==> src/rtl/ddr_crc5_engine.sv <==
// ddr_crc5_engine
//   Serial CRC-5 engine for the HDR-DDR receive path. Consumes deserialized payload bytes
//   and applies one bit per clock, MSB first, to a CRC-5 register. A one-deep skid buffer
//   absorbs a byte that arrives while the previous one is still shifting.
//
// Ports
//   i_sys_clk          system clock
//   i_sys_rst          asynchronous active-high reset
//   i_crc_en           frame active; rising edge starts a new frame
//   i_crc_data_valid   one-cycle strobe, i_crc_data holds a complete byte
//   i_crc_data         payload byte, MSB first
//   i_crc_last_byte    one-cycle strobe, no further bytes in this frame
//   o_crc_value        final CRC-5 of the frame, held until the next o_crc_valid
//   o_crc_valid        one-cycle pulse when o_crc_value is final
//   o_crc_busy         shifting or holding a pending byte
//   o_crc_overflow     sticky, a byte was dropped because both slots were full
module ddr_crc5_engine #(
   parameter int unsigned DATA_W = 8,
   parameter logic [4:0]  POLY   = 5'h05,
   parameter logic [4:0]  SEED   = 5'h1F
) (
   input  logic              i_sys_clk,
   input  logic              i_sys_rst,
   input  logic              i_crc_en,
   input  logic              i_crc_data_valid,
   input  logic [DATA_W-1:0] i_crc_data,
   input  logic              i_crc_last_byte,
   output logic [4:0]        o_crc_value,
   output logic              o_crc_valid,
   output logic              o_crc_busy,
   output logic              o_crc_overflow
);

   localparam int unsigned   CntW    = (DATA_W > 1) ? $clog2(DATA_W) : 1;
   localparam logic [CntW-1:0] CntLast = CntW'(DATA_W - 1);

   typedef enum logic [1:0] {StIdle, StShift, StDone} state_e;

   state_e              state_q, state_d;
   logic [4:0]          crc_q, crc_d;
   logic [DATA_W-1:0]   shift_q, shift_d;
   logic [CntW-1:0]     cnt_q, cnt_d;
   logic [DATA_W-1:0]   skid_q, skid_d;
   logic                skid_vld_q, skid_vld_d;
   logic                fin_q, fin_d;
   logic                en_q;
   logic [4:0]          value_q, value_d;
   logic                valid_q, valid_d;
   logic                ovf_q, ovf_d;

   logic                start;
   logic                acc;
   logic                last;
   state_e              state_cur;
   logic [4:0]          crc_cur;
   logic                skid_vld_cur;
   logic                fin_cur;
   logic                fb;
   logic [4:0]          crc_step;

   assign start = i_crc_en & ~en_q;
   assign acc   = i_crc_en & i_crc_data_valid;
   assign last  = i_crc_en & i_crc_last_byte;

   // A frame start wipes the slate first; the rest of the next-state logic then runs on
   // the wiped view, so a byte coincident with the start is still accepted into the new frame.
   assign state_cur    = start ? StIdle : state_q;
   assign crc_cur      = start ? SEED   : crc_q;
   assign skid_vld_cur = start ? 1'b0   : skid_vld_q;
   assign fin_cur      = start ? 1'b0   : fin_q;

   assign fb       = crc_cur[4] ^ shift_q[DATA_W-1];
   assign crc_step = {crc_cur[3:0], 1'b0} ^ (fb ? POLY : 5'h00);

   always_comb begin
      state_d    = state_cur;
      crc_d      = crc_cur;
      shift_d    = shift_q;
      cnt_d      = cnt_q;
      skid_d     = skid_q;
      skid_vld_d = skid_vld_cur;
      fin_d      = fin_cur | last;
      ovf_d      = start ? 1'b0 : ovf_q;
      value_d    = value_q;
      valid_d    = 1'b0;

      unique case (state_cur)
         StIdle: begin
            if (skid_vld_cur) begin
               shift_d = skid_q;
               cnt_d   = '0;
               state_d = StShift;
               if (acc) begin
                  skid_d = i_crc_data;
               end else begin
                  skid_vld_d = 1'b0;
               end
            end else if (acc) begin
               shift_d = i_crc_data;
               cnt_d   = '0;
               state_d = StShift;
            end else if (fin_cur | last) begin
               state_d = StDone;
            end
         end

         StShift: begin
            crc_d   = crc_step;
            shift_d = {shift_q[DATA_W-2:0], 1'b0};
            cnt_d   = cnt_q + CntW'(1);
            if (cnt_q == CntLast) begin
               cnt_d = '0;
               if (skid_vld_cur) begin
                  // Skid drains into the shifter; a byte arriving now refills the skid.
                  shift_d = skid_q;
                  if (acc) begin
                     skid_d = i_crc_data;
                  end else begin
                     skid_vld_d = 1'b0;
                  end
               end else if (acc) begin
                  // Back-to-back byte: load straight in, no idle bubble.
                  shift_d = i_crc_data;
               end else if (fin_cur | last) begin
                  state_d = StDone;
               end else begin
                  state_d = StIdle;
               end
            end else if (acc) begin
               if (!skid_vld_cur) begin
                  skid_d     = i_crc_data;
                  skid_vld_d = 1'b1;
               end else begin
                  ovf_d = 1'b1;
               end
            end
         end

         StDone: begin
            value_d = crc_cur;
            valid_d = 1'b1;
            fin_d   = last;
            state_d = StIdle;
            if (acc) begin
               if (!skid_vld_cur) begin
                  skid_d     = i_crc_data;
                  skid_vld_d = 1'b1;
               end else begin
                  ovf_d = 1'b1;
               end
            end
         end

         default: begin
            state_d = StIdle;
         end
      endcase
   end

   always_ff @(posedge i_sys_clk or posedge i_sys_rst) begin
      if (i_sys_rst) begin
         state_q    <= StIdle;
         crc_q      <= SEED;
         shift_q    <= '0;
         cnt_q      <= '0;
         skid_q     <= '0;
         skid_vld_q <= 1'b0;
         fin_q      <= 1'b0;
         en_q       <= 1'b0;
         value_q    <= 5'h00;
         valid_q    <= 1'b0;
         ovf_q      <= 1'b0;
      end else begin
         state_q    <= state_d;
         crc_q      <= crc_d;
         shift_q    <= shift_d;
         cnt_q      <= cnt_d;
         skid_q     <= skid_d;
         skid_vld_q <= skid_vld_d;
         fin_q      <= fin_d;
         en_q       <= i_crc_en;
         value_q    <= value_d;
         valid_q    <= valid_d;
         ovf_q      <= ovf_d;
      end
   end

   assign o_crc_value    = value_q;
   assign o_crc_valid    = valid_q;
   assign o_crc_busy     = (state_q == StShift) | skid_vld_q;
   assign o_crc_overflow = ovf_q;

endmodule

==> config.mk <==
export PLATFORM = sky130hd
export DESIGN_NAME = ddr_crc5_engine
export DESIGN_NICKNAME = d
export VERILOG_FILES = /design/src/rtl/ddr_crc5_engine.sv
export SDC_FILE = /design/constraint.sdc
export NUM_CORES = 1
export LEC_CHECK = 0
export BUFFER_PORTS_ARGS = -buffer_cell sky130_fd_sc_hd__clkbuf_2
export CAP_MARGIN = 20
export CORE_MARGIN = 3
export CORE_UTILIZATION = 40
export DETAILED_ROUTE_END_ITERATION = 10
export GPL_TIMING_DRIVEN = 0
export PLACE_DENSITY = 0.69
export SETUP_SLACK_MARGIN = 0.02
export SYNTH_ARGS = -nofsm -noshare
export SYNTH_HDL_FRONTEND = slang
export SYNTH_SLANG_ARGS = --single-unit
==> constraint.sdc <==
create_clock -name i_sys_clk -period 5.7 [get_ports i_sys_clk]
set_input_delay 0 -clock i_sys_clk [delete_from_list [all_inputs] [get_ports i_sys_clk]]
set_output_delay 0 -clock i_sys_clk [all_outputs]
set_load 0.01 [all_outputs]
==> metrics.md, run 1 <==
| Metric | Value |
|---|---|
| Status | complete, no violations |
| Most common cell after layout, fill and taps aside | dfrtp_1 |
| Fin. Hold Viols | 0 |
| Sw frac | 39.6% |
| Detailed Routing Iterations Pass 1 | 5 |
| Ports | 21 |
| Worst-Margin Slew | 751 ps |
| Layout cells sized above 1 | 21.5% |
| Worst setup SP type | flip-flop |
| Synth Area in Compound Gates | 29.9% |
| Post-synthesis xor/xnor area fraction | 0.804% |
| HPWL Detailed | 3.89 mm |
| Initial DRC count | 103 |
| Delay-heaviest family, CP | compound AO/OA/AOI/OAI gates |
| Mapped Avg Cell Area | 9.69 um2 |
| Std cell rows | 26 |
| Syn Nets | 244 |
| Max Clk Rate | 384 MHz |
| Synthesized area | 2180 um2 |
| GR Overflow Total | 0 |
| Clk slew on worst S/H paths | 70 ps |
| PwrDens | 425 nW/um2 |
| Number of synthesized register bits | 36 |
| Internal power | 656 uW |
| Drt wl/cell | 16.4 um |
| Leakage | 1.10 nW |
| Worst VDD drop | 226 uV |
| Slowest-stage cell, CP | dfrtp_1 |
| Ys async rst share | 100% |
| Die X | 79.8 um |
| Initial antenna violation count | 0 |
| Critical Path Sink Type | flip-flop |
| Tot GR Track Use | 18.4% |
| Layout Skew | 9.17 ps |
| Area occupied by multi-input gates | 1140 um2 |
| CTS tree | done |
| Post-CTS Setup Bufs | 0 |
| Clock Power Share | 17.2% |
| Max-cap viol count | 0 |
| Number of fillers in the final layout | 512 |
| Critical Path AT | 2790 ps |
| Seq pwr share | 37.4% |
| Final setup violation count | 0 |
| Multiplexer area fraction after synthesis | 1.84% |
| Clk sinks | 36 |
| Period utilization | 45.7% |
| Largest net degree at the start of global routing | 20 |
| WP data required | 5890 ps |
| Worst hold path type | input port to flip-flop |
| Die Area | 6370 um2 |
| Ys flop type | dfrtp_1 |
| Worst skew pair latency | 290 ps |
| # DRC | 0 |
| Reg2Reg Launch Point | en_q |
| Worst path cell trace | nand2b_4 > buf_4 > and2_1 > inv_1 > ha_1 > a21bo_2 > a21oi_2 > or2_1 > buf_2 > o41ai_2 |
| Die Y | 79.8 um |
| Placeable Area | 5170 um2 |
| Via density | 5.71 |
| Ys Warns | 0 |
| Post-synthesis sequential area ratio | 41.6% |
| Nets | 279 |
| Post-layout min period | 2600 ps |
| RSZ-0062 raised after global routing | no |
| Post-route antenna net violation count | 0 |
| First-pass GRT wire length | 9.20 mm |
| Simple-gate share of the synthesized area | 16.3% |
| Clock buffer depth | 2 |
| Crit path buf inv count | 3 |
| Largest family of logic cells by synthesized area | compound AO/OA/AOI/OAI gates |
| Initial Util | 42.1% |
| Root buffer cell | clkbuf_8 |
| Number of global-route vias before repair | 1878 |
| Setup TNS | 0 ps |
| Sequential cell area | 907 um2 |
| Hold buffers post-CTS | 7 |
| CTS H-tree lvls | 2 |
| Post-synthesis adder-cell area fraction | 3.44% |
| Inserted Diodes | 0 |
| Number of flops mapped to enable cells by yosys | 0 |
| Final worst setup slack | 3100 ps |
| Post-synth cell types | 53 |
| Net Sw Power | 430 uW |
| Comb power frac | 45.4% |
| Hold path startpoint | i_crc_data[5] |
| Synth Instances | 225 |
| Critical path origin | en_q |
| Post-Route WL | 5.43 mm |
| Most frequent cells in the layout | 31 x dfrtp_1, 22 x nor2_1, 20 x clkbuf_2, 16 x nand2_1, 15 x a21oi_1 |
| Num CTS Buffers | 5 |
| Placer Congestion | 0.950 |
| Critical path class | flip-flop to flip-flop |
| Via Count | 1891 |
| Slew HR | 49.9% |
| PortBufs | 20 |
| CTS-repair resized insts | 0 |
| Area grow syn2layout | 17.2% |
| Worst-path fanout max | 10 |
| Final Max Tran Viols | 0 |
| Max incr delay on CP | 460 ps |
| Dpl ws | 3170 ps |
-- Yosys cell counts, types with 2 or more instances --
cell       count  area share [%]
a21o_1         2            0.69
nand2b_1       2            0.57
o21a_1         2            0.69
a2111oi_0      3             1.2
a22o_1         9             3.6
o31ai_1        4             1.4
buf_4          3             1.0
inv_1          7             1.2
nor4_1         3            0.86
a31oi_1        6             1.7
buf_6          4             2.1
a311oi_1       5             2.0
dfstp_2        5             6.0
o32a_1         5             2.3
a21boi_0       4             1.4
ha_1           6             3.4
nand2_1       16             2.8
mux2i_1        4             1.8
a221o_1        2            0.92
nor2b_1        2            0.57
o21ai_0       10             2.3
a21oi_1       15             3.4
nand3_1        3            0.69
a21bo_2        2            0.92
nor3_1         9             2.1
and2_1         5             1.4
clkbuf_1       5            0.86
dfrtp_1       31              36
buf_2          4            0.92
o21ai_1        2            0.46
a2bb2oi_2      2             1.4
nor2_1        22             3.8
-- registers in the layout, summed over array words and instances (netlist names) --
register,cells
cnt_q,3
crc_q,5
en_q,1
fin_q,1
o_crc_overflow,1
o_crc_valid,1
o_crc_value,5
shift_q,8
skid_q,8
skid_vld_q,1
state_q,2
-- worst min-delay path, delay by kind of cell --
family	cells	cell delay [ps]
buffers and inverters	1	90
AOI/OAI and AO/OA	2	170
-- power groups by stage --
stage / Combinational (mW) / Clock (mW) / Sequential, mW
4_1_cts: 0.490 / 0.192 / 0.405
2_1_floorplan: 0.363 / 0 / 0.397
3_5_place_dp: 0.483 / 0 / 0.409
6_report: 0.493 / 0.187 / 0.406
3_3_place_gp: 0.473 / 0 / 0.406
5_1_grt: 0.546 / 0.204 / 0.418
-- metrics by stage --
| stage | instances | area (um2) | util (%) | hold slack, ps | power, mW |
|---|---|---|---|---|---|
| floorplan | 225 | 2180 | - | 31.4 | 0.760 |
| global placement | 315 | 2370 | 45.8 | 137 | 0.880 |
| detailed placement | 316 | 2390 | 46.3 | 139 | 0.892 |
| CTS | 331 | 2550 | 49.4 | 9.24 | 1.09 |
| global route | 331 | 2550 | 49.4 | 12.1 | 1.17 |
| finish | 331 | 2550 | 49.4 | 10.6 | 1.09 |
-- cells by family after synthesis --
kind of cell / after synthesis
xor+xnor: 2
simple gates: 71
compound gates: 83
buf+inv: 23
mux: 4
fa+ha+maj: 6
flops: 36
-- cell type report --
cell class                 count  share of cell area, %
tap                           70                   3.43
buffer                        16                   4.16
inverter                       7                   1.03
clock buffer                   8                   3.53
multi-input combinational    166                   44.6
sequential                    36                   35.5
timing repair buffer          28                   7.74
-- routing by layer --
layer,GRT usage [%],wire [um],part of all wire [%]
met1,24.3,2530,47
met2,29.8,2560,47
met3,4.06,276,5.1
met4,6.25,65,1.2
met5,0,0,0
-- worst paths after layout --
check,depth (start not counted),to,slack (ps)
worst min-delay path,3,skid_q[5],10
worst max register to register,10,shift_q[0],3100
worst max-delay path,10,shift_q[0],3100
worst min register to register,1,skid_q[0],500
min in group asynchronous,3,skid_q[7],380
max in group asynchronous,4,crc_q[0],4690
(Power assumes the default switching activity.)
==> inputs of run 2 (changes only) <==
==> constraint.sdc (replaced) <==
create_clock -name i_sys_clk -period 2.6 [get_ports i_sys_clk]
set_input_delay 0 -clock i_sys_clk [delete_from_list [all_inputs] [get_ports i_sys_clk]]
set_output_delay 0 -clock i_sys_clk [all_outputs]
set_load 0.01 [all_outputs]
==> run 2 against run 1 <==
- die area unchanged
- critical path depth did not move
- first-iteration DRC count increased by 17%
- worst setup slack lost 3000 ps
- core utilization is 0.60 points higher
- combinational power grew 120%
- critical path type unchanged
- largest power group unchanged
==> metrics.md, run 2 (same netlist as run 1, synthesis figures left out) <==
| Metric | Value |
|---|---|
| Status | complete, no violations |
| Clock buffer depth | 2 (unchanged) |
| Critical Path AT | 2680 ps (-110 ps) |
| Critical path class | flip-flop to flip-flop |
| Area occupied by multi-input gates | 1150 um2 (+0.77%) |
| CTS H-tree lvls | 2 (unchanged) |
| Layout Skew | 6.52 ps (-2.65 ps) |
| Post-Route WL | 5.49 mm (+1.1%) |
| GR Overflow Total | 0 (unchanged) |
| PortBufs | 20 (unchanged) |
| Num CTS Buffers | 5 (unchanged) |
| Post-route antenna net violation count | 0 (unchanged) |
| Worst VDD drop | 496 uV (+120%) |
| Biggest regs | shift_q (8), skid_q (8) |
| Post-Route M1 WL | 2.45 mm (-3.4%) |
| Hold path startpoint | i_crc_data[3] |
| Inserted Diodes | 0 (unchanged) |
| Post-route cell area | 2590 um2 (+1.2%) |
| Comb power frac | 46.0% (+0.6 points) |
| Most common cell after layout, fill and taps aside | dfrtp_1 |
| Worst setup SP type | flip-flop |
| Area grow syn2layout | 18.7% |
| Reg2reg setup slack | 90 ps (-3010 ps) |
| Detailed Routing Iterations Pass 1 | 4 (-1) |
| Number of fillers in the final layout | 503 (-1.8%) |
| Most frequent cells in the layout | 30 x dfrtp_1, 22 x nor2_1, 21 x clkbuf_2, 16 x nand2_1, 15 x a21oi_1 |
| Reg2Reg Launch Point | en_q |
| Sw frac | 39.4% (-0.19 points) |
| Worst path cell trace | nand2b_4 > buf_4 > and2_4 > ha_1 > nor2b_1 > buf_2 > o21ai_2 > o22ai_4 > buf_12 > a22o_1 |
| Via Count | 1916 (+1.3%) |
| Clk slew on worst S/H paths | 70 ps (about the same) |
| CTS tree | done |
| Layout cells sized above 1 | 23.7% (+2.2 points) |
| Root buffer cell | clkbuf_8 |
| Worst skew pair latency | 280 ps (about the same) |
| Die Y | 79.8 um (unchanged) |
| Max incr delay on CP | 450 ps (about the same) |
| Tot GR Track Use | 18.5% (+0.12 points) |
| Number of global-route vias before repair | 1893 (+0.80%) |
| Cell count of the worst hold path | 2 (-1) |
| Net Sw Power | 946 uW (+120%) |
| Slew HR | 49.6% (-0.22 points) |
| Final setup violation count | 0 (unchanged) |
| PwrDens | 928 nW/um2 (+120%) |
| Ports | 21 (unchanged) |
| Via density | 5.77 (+1.0%) |
| Worst-path fanout max | 10 (unchanged) |
| Initial Util | 42.1% (unchanged) |
| First-pass GRT wire length | 9.25 mm (+0.52%) |
| Internal power | 1.45 mW (+120%) |
| Final worst setup slack | 86.2 ps (-3010 ps) |
| Std cell rows | 26 (unchanged) |
| Fin. Hold Viols | 0 (unchanged) |
| HPWL Detailed | 3.89 mm (unchanged) |
| Placer Congestion | 0.950 (unchanged) |
| R2R depth | 10 (unchanged) |
| RSZ-0062 raised after global routing | yes |
| Sequential cell area | 908 um2 (+0.14%) |
| Top Metal Used | met4 |
| Met2 wire length | 2.63 mm (+2.7%) |
| Die X | 79.8 um (unchanged) |
| Final Max Tran Viols | 0 (unchanged) |
| Period utilization | 96.7% (+51 points) |
| DP Area | 2390 um2 (unchanged) |
| Max-cap viol count | 0 (unchanged) |
| DR WL met3 | 373 um (+35%) |
| Max Clk Rate | 398 MHz (+3.6%) |
| Hold_ws | 10.4 ps (-0.265 ps) |
| Worst Hold Path EP | skid_q[3] |
| Critical Path Sink Type | flip-flop |
| WP data required | 2770 ps (-3120 ps) |
| Clk sinks | 36 (unchanged) |
| Placeable Area | 5170 um2 (unchanged) |
| Post-route core utilization | 50.0% (+0.60 points) |
| Initial antenna violation count | 0 (unchanged) |
| # DRC | 0 (unchanged) |
| Dpl ws | 72.3 ps (-3100 ps) |
| Worst hold path type | input port to flip-flop |
| Drt wl/cell | 16.5 um (+0.76%) |
| Post-layout min period | 2510 ps (-89.7 ps) |
| Slowest-stage cell, CP | dfrtp_2 |
| Clock Power Share | 16.9% (-0.3 points) |
| Initial DRC count | 121 (+17%) |
| Seq pwr share | 37.0% (-0.4 points) |
| Worst-Margin Slew | 755 ps (+3.33 ps) |
| Die Area | 6370 um2 (unchanged) |
| Worst r2r dst | skid_q[3] |
| Largest net degree at the start of global routing | 20 (unchanged) |
| Leakage | 1.12 nW (+1.1%) |
| Nets | 280 (+0.36%) |
[run 2: power by group through the flow]
| stage | Combinational (mW) | Sequential [mW] | Clock [mW] |
|---|---|---|---|
| global placement | 1.04 | 0.891 | 0 |
| detailed placement | 1.06 | 0.897 | 0 |
| CTS | 1.07 | 0.888 | 0.420 |
| global route | 1.22 | 0.918 | 0.450 |
| finish | 1.10 | 0.889 | 0.407 |
| floorplan | 0.795 | 0.871 | 0 |
[run 2: worst max-delay path by stage]
stage | startpoint | endpoint | slack [ps] | cells after the start
6_report | en_q | skid_q[3] | 90 | 10
5_1_grt | en_q | skid_q[3] | -20 | 10
4_1_cts | en_q | shift_q[0] | 80 | 10
3_5_place_dp | en_q | shift_q[0] | 70 | 10
3_3_place_gp | en_q | shift_q[0] | 30 | 10
2_1_floorplan | en_q | shift_q[0] | 390 | 10
[run 2: metal layers]
layer | track usage (%) | up-vias
li1 | - | 910
met1 | 24.2 | 929
met2 | 30.3 | 72
met3 | 4.06 | 5
met4 | 6.25 | 0
met5 | 0 | -
[run 2: through the flow]
step | std cells | setup TNS (ps) | power [mW]
floorplan | 225 | 0 | 1.67
global placement | 315 | 0 | 1.93
detailed placement | 316 | 0 | 1.96
CTS | 331 | 0 | 2.38
global route | 332 | -85.6 | 2.59
finish | 332 | 0 | 2.40
[run 2: area by class of cell]
type,count,area share (%)
Clock buffer,8,3.48
Multi-Input combinational cell,166,44.4
Inverter,7,1.02
Buffer,16,4.16
Sequential cell,36,35.1
Tap cell,70,3.39
Timing Repair Buffer,29,8.42
[run 2: repair_timing]
item,in CTS,in global routing
hold buffers,7,0
hold endpoints to repair,23,0
resized for setup,1,5
buffers inserted,0,1
setup endpoints to repair,1,16
[run 2: critical path, delay by kind of cell (launching register included)]
kind / cells / cell delay [ps]
AND/OR/NAND/NOR: 3 / 500
adder cells (fa/ha/maj): 1 / 270
flip-flops: 1 / 450
AO/OA/AOI/OAI: 3 / 640
buffers and inverters: 3 / 530
==> inputs of run 3 (changes only) <==
--- a/config.mk
+++ b/config.mk
@@ -7,11 +7,13 @@
 export LEC_CHECK = 0
 export BUFFER_PORTS_ARGS = -buffer_cell sky130_fd_sc_hd__clkbuf_2
 export CAP_MARGIN = 20
+export CELL_PAD_IN_SITES_DETAIL_PLACEMENT = 1
+export CELL_PAD_IN_SITES_GLOBAL_PLACEMENT = 2
 export CORE_MARGIN = 3
-export CORE_UTILIZATION = 40
+export CORE_UTILIZATION = 37
 export DETAILED_ROUTE_END_ITERATION = 10
 export GPL_TIMING_DRIVEN = 0
-export PLACE_DENSITY = 0.69
+export PLACE_DENSITY = 0.89
 export SETUP_SLACK_MARGIN = 0.02
 export SYNTH_ARGS = -nofsm -noshare
 export SYNTH_HDL_FRONTEND = slang
==> constraint.sdc (replaced) <==
create_clock -name i_sys_clk -period 2.6 [get_ports i_sys_clk]
set_input_delay 0 -clock i_sys_clk [delete_from_list [all_inputs] [get_ports i_sys_clk]]
set_output_delay 0 -clock i_sys_clk [all_outputs]
set_load 0.1 [all_outputs]
==> run 3 against run 2 <==
- design area rose by 1.7%
- core utilization is 3.1 points lower
- flip-flop and latch count is the same
- register-to-register slack improved by 60 ps
- critical path type unchanged
- hold slack better by 8.7 ps
- combinational power rose by 32%
- non-clock buffer count is 3 higher
- power rose by 16%
- critical path depth down 1
==> metrics.md, run 3 (same netlist as run 1, synthesis figures left out) <==
| Metric | Value |
|---|---|
| Status | complete, no violations |
| Net Sw Power | 1.29 mW (+36%) |
| Worst skew pair latency | 290 ps (about the same) |
| CTS tree | done |
| Comb power frac | 52.3% (+6.3 points) |
| Number of global-route vias before repair | 1972 (+4.2%) |
| Number of fillers in the final layout | 664 (+32%) |
| Most common cell after layout, fill and taps aside | dfrtp_1 |
| Clk sinks | 36 (unchanged) |
| Area grow syn2layout | 20.7% |
| Max incr delay on CP | 460 ps (about the same) |
| Post-Route WL | 6.28 mm (+14%) |
| Critical Path AT | 2620 ps (-60 ps) |
| Initial Util | 38.9% (-3.3 points) |
| Worst r2r dst | skid_q[7] |
| Worst-Margin Slew | 773 ps (+18.1 ps) |
| Worst VDD drop | 608 uV (+23%) |
| Biggest regs | shift_q (8), skid_q (8) |
| Initial antenna violation count | 0 (unchanged) |
| Nets | 283 (+1.1%) |
| Reg2Reg Launch Point | en_q |
| Sw frac | 46.4% (+7.0 points) |
| Std cell rows | 27 (+3.8%) |
| Reg2reg setup slack | 140 ps (+60 ps) |
| Worst setup SP type | flip-flop |
| HPWL Detailed | 4.45 mm (+14%) |
| Leakage | 1.12 nW (+0.62%) |
| Worst hold path type | input port to flip-flop |
| Num CTS Buffers | 5 (unchanged) |
| Setup TNS | 0 ps (unchanged) |
| Die Y | 82.8 um (+3.7%) |
| Drt wl/cell | 18.6 um (+13%) |
| Ports | 21 (unchanged) |
| RSZ-0062 raised after global routing | no |
| Inserted Diodes | 0 (unchanged) |
| Most frequent cells in the layout | 30 x dfrtp_1, 22 x nor2_1, 21 x clkbuf_2, 15 x nand2_1, 14 x a21oi_1 |
| Max Clk Rate | 407 MHz (+2.4%) |
| Die X | 82.8 um (+3.7%) |
| First-pass GRT wire length | 10.3 mm (+11%) |
| PwrDens | 1050 nW/um2 (+14%) |
| Post-layout min period | 2460 ps (-58.7 ps) |
| WP data required | 2770 ps (about the same) |
| Critical path class | flip-flop to flip-flop |
| Detailed Routing Iterations Pass 1 | 4 (unchanged) |
| Fin. Hold Viols | 0 (unchanged) |
| Die Area | 6850 um2 (+7.5%) |
| Clk slew on worst S/H paths | 80 ps (about the same) |
| Post-route antenna net violation count | 0 (unchanged) |
| Layout Skew | 9.30 ps (+2.79 ps) |
| Critical path destination | skid_q[7] |
| Largest net degree at the start of global routing | 37 (+85%) |
| # DRC | 0 (unchanged) |
| Placer Congestion | 0.780 (-18%) |
| Clock Power Share | 15.4% (-1.5 points) |
| Final Max Tran Viols | 0 (unchanged) |
| Via Count | 1914 (-0.10%) |
| CTS H-tree lvls | 2 (unchanged) |
| Via density | 5.68 (-1.6%) |
| Initial DRC count | 117 (-3.3%) |
| Seq pwr share | 32.3% (-4.7 points) |
| GR Overflow Total | 0 (unchanged) |
| R2R depth | 9 (-1) |
| Placeable Area | 5610 um2 (+8.4%) |
| Internal power | 1.49 mW (+2.2%) |
| Critical path origin | en_q |
| Worst path cell trace | nand2b_4 > buf_4 > nand2_2 > inv_1 > ha_2 > a21bo_2 > a21oi_2 > o21ai_1 > a221o_1 |
| Worst-path fanout max | 10 (unchanged) |
| Layout cells sized above 1 | 26.4% (+2.8 points) |
| Root buffer cell | clkbuf_8 |
| Final setup violation count | 0 (unchanged) |
| Pwr Total | 2.78 mW (+16%) |
| Clock buffer depth | 2 (unchanged) |
| PortBufs | 20 (unchanged) |
| Tot GR Track Use | 19.8% (+1.2 points) |
| Max-cap viol count | 0 (unchanged) |
| Slew HR | 48.4% (-1.2 points) |
| Period utilization | 94.4% (-2.3 points) |
| Critical Path Sink Type | flip-flop |
| Slowest-stage cell, CP | dfrtp_2 |
==> run 3: power groups by stage <==
stage | Combinational, mW | Sequential, mW | Clock [mW]
6_report | 1.45 | 0.897 | 0.427
5_1_grt | 1.57 | 0.922 | 0.464
4_1_cts | 1.39 | 0.892 | 0.439
3_5_place_dp | 1.37 | 0.901 | 0
3_3_place_gp | 1.34 | 0.895 | 0
2_1_floorplan | 0.860 | 1.08 | 0
==> run 3: how the worst min path moves through the flow <==
| stage | start | endpoint | cells past startpoint |
|---|---|---|---|
| 6_report | i_crc_data[5] | skid_q[5] | 3 |
| 5_1_grt | i_crc_data[5] | skid_q[5] | 3 |
| 4_1_cts | i_crc_data[5] | skid_q[5] | 3 |
| 3_5_place_dp | i_crc_en | en_q | 1 |
| 3_3_place_gp | i_crc_en | en_q | 1 |
| 2_1_floorplan | i_crc_en | en_q | 0 |
==> run 3: cell type report <==
cell class                 instances  area [um2]  area share (%)
buffer                            16         108            4.09
clock inverter                     1        7.51           0.285
tap                               72        90.1            3.42
timing repair buffer              32         223            8.46
inverter                           7        26.3           0.999
clock buffer                       7        86.3            3.28
multi-input combinational        166        1180            44.9
sequential                        36         908            34.5
==> run 3: critical path, delay by kind of cell, from the launching register on <==
kind | cells | cell delay [ps]
flops | 1 | 460
simple gates | 2 | 320
compound gates | 4 | 890
buf+inv | 2 | 270
fa+ha+maj | 1 | 390
==> run 3: per-layer routing <==
layer	track usage (%)	up-vias	routed length, um	share of wire [%]
met5	0	-	0	0
met4	3.92	0	15	0.24
met3	3.36	2	196	3.1
met2	33.5	26	3060	49
met1	26.5	967	3010	48
li1	-	919	-	-
==> run 3: repair_timing <==
action | CTS | global route
pin swaps | 0 | 2
gates resized for setup | 3 | 11
hold endpoints to repair | 38 | 0
hold buffers | 8 | 0
buffers inserted | 0 | 4
endpoints found under the setup margin | 13 | 22
==> run 3: through the flow <==
stage / setup slack [ps] / hold WS, ps / utilization [%] / instances / instance area [um2]
2_1_floorplan: 392 / 31.4 / - / 225 / 2180
3_3_place_gp: 14.9 / 138 / 42.3 / 317 / 2370
3_5_place_dp: -31.2 / 140 / 42.3 / 317 / 2370
4_1_cts: 24.6 / 30.5 / 45.5 / 333 / 2550
5_1_grt: 46.8 / 45.0 / 46.9 / 337 / 2630
6_report: 145 / 19.1 / 46.9 / 337 / 2630
